--- config.mk ---
export PLATFORM = sky130hd
export DESIGN_NAME = addsub_result_decoder
export DESIGN_NICKNAME = d
export VERILOG_FILES = /design/src/rtl/addsub_result_decoder.sv
export SDC_FILE = /design/constraint.sdc
export NUM_CORES = 1
export LEC_CHECK = 0
export CAP_MARGIN = 0
export CELL_PAD_IN_SITES_DETAIL_PLACEMENT = 1
export CELL_PAD_IN_SITES_GLOBAL_PLACEMENT = 1
export CORE_MARGIN = 3
export CORE_UTILIZATION = 39
export DETAILED_ROUTE_END_ITERATION = 10
export PLACE_DENSITY_LB_ADDON = 0.3
export SKIP_CTS_REPAIR_TIMING = 1
export SLEW_MARGIN = 40
export SYNTH_ARGS = -nofsm -noshare
export SYNTH_HDL_FRONTEND = slang
export SYNTH_SLANG_ARGS = --single-unit
--- constraint.sdc ---
create_clock -name i_clk -period 1.4 [get_ports i_clk]
set_input_delay 0.28 -clock i_clk [delete_from_list [all_inputs] [get_ports i_clk]]
set_output_delay 0.28 -clock i_clk [all_outputs]
set_load 0.01 [all_outputs]
--- src/rtl/addsub_result_decoder.sv ---
// Converts one add/sub datapath result to sign + BCD magnitude (shift-add-3).
// Optional ADDSUB_DEC_ERRCHK_EN adds a sticky o_err for starts while busy.
module addsub_result_decoder #(
    parameter int WIDTH  = 4,
    parameter int DIGITS = 2
) (
    input  logic                  i_clk,
    input  logic                  i_reset,
    input  logic                  i_start,
    input  logic                  i_mode,
    input  logic [WIDTH-1:0]      i_sum,
    input  logic                  i_carry,
    output logic                  o_busy,
    output logic                  o_done,
    output logic                  o_sign,
`ifdef ADDSUB_DEC_ERRCHK_EN
    output logic                  o_err,
`endif
    output logic [4*DIGITS-1:0]   o_bcd
);

    localparam int MW = WIDTH + 1;
    localparam int BW = 4 * DIGITS;
    localparam int CW = $clog2(MW + 1);

    typedef enum logic [1:0] {IDLE, LOAD, SHIFT, DONE} state_t;

    state_t          state_q, state_d;
    logic            mode_q, carry_q, sign_q;
    logic [WIDTH-1:0] sum_q;
    logic [MW-1:0]   mag_q;
    logic [BW-1:0]   bcd_q;
    logic [CW-1:0]   cnt_q;

    logic [WIDTH-1:0] neg;
    logic [MW-1:0]   mag_load, mag_shift;
    logic            sign_load;
    logic [BW-1:0]   adj, bcd_shift;
    logic            last;

    always_ff @(posedge i_clk or posedge i_reset) begin
        if (i_reset) state_q <= IDLE;
        else         state_q <= state_d;
    end

    always_comb begin
        state_d = state_q;
        case (state_q)
            IDLE:    if (i_start) state_d = LOAD;
            LOAD:    state_d = SHIFT;
            SHIFT:   if (last) state_d = DONE;
            DONE:    state_d = IDLE;
            default: state_d = IDLE;
        endcase
    end

    assign o_busy = (state_q != IDLE);
    assign o_done = (state_q == DONE);
    assign last   = (cnt_q == CW'(WIDTH));

    // Borrow (carry=0) in subtract mode means a<b: magnitude is the two's complement.
    always_comb begin
        neg       = ~sum_q + WIDTH'(1);
        mag_load  = {carry_q, sum_q};
        sign_load = 1'b0;
        if (mode_q) begin
            if (carry_q) begin
                mag_load = {1'b0, sum_q};
            end else begin
                sign_load = 1'b1;
                mag_load  = (neg == '0) ? {1'b1, {WIDTH{1'b0}}} : {1'b0, neg};
            end
        end
    end

    always_comb begin
        adj = bcd_q;
        for (int i = 0; i < DIGITS; i++) begin
            if (bcd_q[i*4 +: 4] >= 4'd5) adj[i*4 +: 4] = bcd_q[i*4 +: 4] + 4'd3;
        end
        bcd_shift = {adj[BW-2:0], mag_q[MW-1]};
        mag_shift = {mag_q[MW-2:0], 1'b0};
    end

    always_ff @(posedge i_clk or posedge i_reset) begin
        if (i_reset) begin
            mode_q  <= 1'b0;
            carry_q <= 1'b0;
            sum_q   <= '0;
            sign_q  <= 1'b0;
            mag_q   <= '0;
            bcd_q   <= '0;
            cnt_q   <= '0;
            o_sign  <= 1'b0;
            o_bcd   <= '0;
        end else begin
            case (state_q)
                IDLE: if (i_start) begin
                    mode_q  <= i_mode;
                    sum_q   <= i_sum;
                    carry_q <= i_carry;
                end
                LOAD: begin
                    mag_q  <= mag_load;
                    sign_q <= sign_load;
                    bcd_q  <= '0;
                    cnt_q  <= '0;
                end
                SHIFT: begin
                    bcd_q <= bcd_shift;
                    mag_q <= mag_shift;
                    cnt_q <= cnt_q + CW'(1);
                    if (last) begin
                        o_bcd  <= bcd_shift;
                        o_sign <= sign_q;
                    end
                end
                default: ;
            endcase
        end
    end

`ifdef ADDSUB_DEC_ERRCHK_EN
    always_ff @(posedge i_clk or posedge i_reset) begin
        if (i_reset)                          o_err <= 1'b0;
        else if (state_q == IDLE && i_start)  o_err <= 1'b0;
        else if (i_start && o_busy)           o_err <= 1'b1;
    end
`endif

endmodule

==> metrics <==
grt ovf=0; area leader, netlist=dfrtp_1; post-synth cell types=29; Placer Congestion=0.813; Net Sw Power=1.84 mW; max-slew violation count=0; Main synth FF type=dfrtp_1; CTS buffer count=5; status=finished, violations left; largest fanout on the critical path=3; Gate power share=53.3%; input/output buffers=19; worst-skew pair later-pin latency=290 ps; Max Buffers Root-to-Sink=2; syn_nets=181; CP required=1620 ps; top-area cell type share of the netlist area=49.9%; highest clock rate=696 MHz; PwrDens=2020 mW/mm^2; Seq pwr share=31.6%; vias per cell=5.25; switch share=38.3%; clock root buffer=clkbuf_8; Syn. warnings=0; Starting Density=41.5%; Setup crit end kind=register; post-DR wirelength/cell=16.7 um; fill count=442; clock power share=15.1%; Remaining DRCs=0; Tcrit/Tclk final=103%; Synth Area per Inst=10.7 um^2; Die Width=72.2 um; initial antenna violation count=0; fin util=57.9%; Post-Layout Cell Count=251; Die ar.=0.00521 mm^2; Min-Delay Path Class=in -> async; Overall Power=4.80 mW; mapped cell area=0.00171 mm^2; final worst slack=-37.6 ps; Leakage Power=1.20 nW; first-pass GRT wire length=6.48 mm; top cells by count, synth=dfrtp_1, inv_1, o21ai_0; drt initial violations=59; Async S/R FF share, synth=100%; DR pass1 iterations=3; final-report setup violation count=6; post-layout minimum cycle time=1440 ps; Startpoint Class=register; clock skew=4.92 ps; Inst Count DP=241; Max Cap Viol=0; Worst-Margin Slew=269 ps; Critical Setup Path Class=reg -> reg; chip height=72.2 um; core area=0.00412 mm^2; WP data arrival=1650 ps; Int Pwr=2.96 mW; Core Rows=23; VDD IR-drop max=1.45 mV; violated checks=setup timing; overall routing resource usage=16.3%; via count=1,317; number of synthesized flops with an enable pin=0; slew margin rel.=82.1%; depth of the CTS H-tree=2; Antenna diodes=0; I/O pin total=20; RSZ-0062 raised after global routing=true; post-route ant nets=0; WL final=4.18 mm; pre-CTS setup slack=-129 ps; layout cells sized above 1=38.8%; vias in the first global route=1,415; hpwl dp=2.79 mm; register area share after synthesis=49.9%; clk sinks=34; synth top area cells=dfrtp_1, ha_1, mux2_2; #FFs+latches synth=34; fin nets=223; Area growth, synth to finish=39.7%; top-count cell post-synth=dfrtp_1; TritonCTS clock tree=done; final hold violations=0; largest net degree at the start of global routing=35; cell count after synthesis=160; clock transition at the registers of the reported paths=70 ps
[power groups by stage]
stage	clock network [mW]	logic (mW)	registers, mW
2_1_floorplan	0	1.41	1.46
3_3_place_gp	0	2.01	1.48
3_5_place_dp	0	2.14	1.50
4_1_cts	0.742	2.15	1.49
5_1_grt	0.796	2.81	1.56
6_report	0.725	2.56	1.52
[state kept, by name, indices dropped and copies added (netlist names)]
register / cells
bcd_q: 8
o_bcd: 8
state_q: 2
mag_q: 5
mode_q: 1
o_sign: 1
carry_q: 1
sum_q: 4
cnt_q: 3
sign_q: 1
[worst max-delay path: stages (launching register included)]
cell and delay (ps):
dfrtp_2 440, ha_4 170, nand2b_4 140, a21oi_4 180
mux2_4 340, o21ai_2 100
[cells in the final DEF (no fill, tap or decap), types with 2 or more instances in the layout]
cell	count
dfrtp_1	31
clkbuf_8	6
a21oi_4	2
mux2i_1	3
buf_6	5
ha_4	5
dlymetal6s2s_1	9
clkdlybuf4s50_1	8
o31ai_1	2
buf_4	15
o22ai_1	3
nand2b_4	3
nor2b_1	2
inv_1	8
inv_2	9
nand2_1	13
a31o_2	2
a32o_1	2
nand3_1	2
clkbuf_2	2
mux2_2	9
o21ai_0	10
a31oi_1	2
ha_1	5
o22ai_2	2
ha_2	2
nor3_1	2
nor3b_1	3
o21ai_1	4
a21oi_1	4
xnor2_1	2
dfrtp_2	3
nor2_1	3
mux2_4	3
[routing by layer]
metal,vias up,share of wire (%),global-route usage (%)
met2,17,54,29.3
met1,661,42,18.0
li1,634,-,-
met4,0,1.7,6.89
met3,5,2.9,4.16
met5,-,0,0
[worst paths after layout]
| kind | start | to | slack [ps] | cells after the start |
|---|---|---|---|---|
| worst max register to register | bcd_q[0] | o_bcd[2] | -40 | 5 |
| max in group asynchronous | i_reset | sum_q[1] | 850 | 3 |
| worst max-delay path | bcd_q[0] | o_bcd[2] | -40 | 5 |
| min in group i_clk | o_sign | o_sign | 480 | 2 |
| worst min-delay path | i_reset | o_bcd[0] | 340 | 3 |
| worst min register to register | o_sign | o_sign | 480 | 2 |
[per-stage QoR]
stage / hold WS [ps] / area, um^2 / setup TNS [ps]
floorplan: 422 / 1730 / 0
global placement: 461 / 2100 / -499
detailed placement: 475 / 2100 / -1550
CTS: 353 / 2180 / -2770
global route: 372 / 2380 / -759
finish: 344 / 2380 / -164
[final cells by class]
| cell class | count | area [um^2] | share of cell area (%) |
|---|---|---|---|
| multi-input combinational | 104 | 928 | 39.0 |
| tap | 50 | 62.6 | 2.62 |
| timing repair buffer | 40 | 392 | 16.4 |
| clock buffer | 6 | 82.6 | 3.46 |
| inverter | 17 | 63.8 | 2.68 |
| sequential | 34 | 855 | 35.9 |
[logic make-up after synthesis]
logic type / synth area share, %
buffers and inverters: 5.06
XOR/XNOR: 2.05
flip-flops: 49.9
AO/OA/AOI/OAI: 14.1
multiplexers: 9.68
adder cells (fa/ha/maj): 8.80
AND/OR/NAND/NOR: 10.5
(Power assumes the default switching activity.)
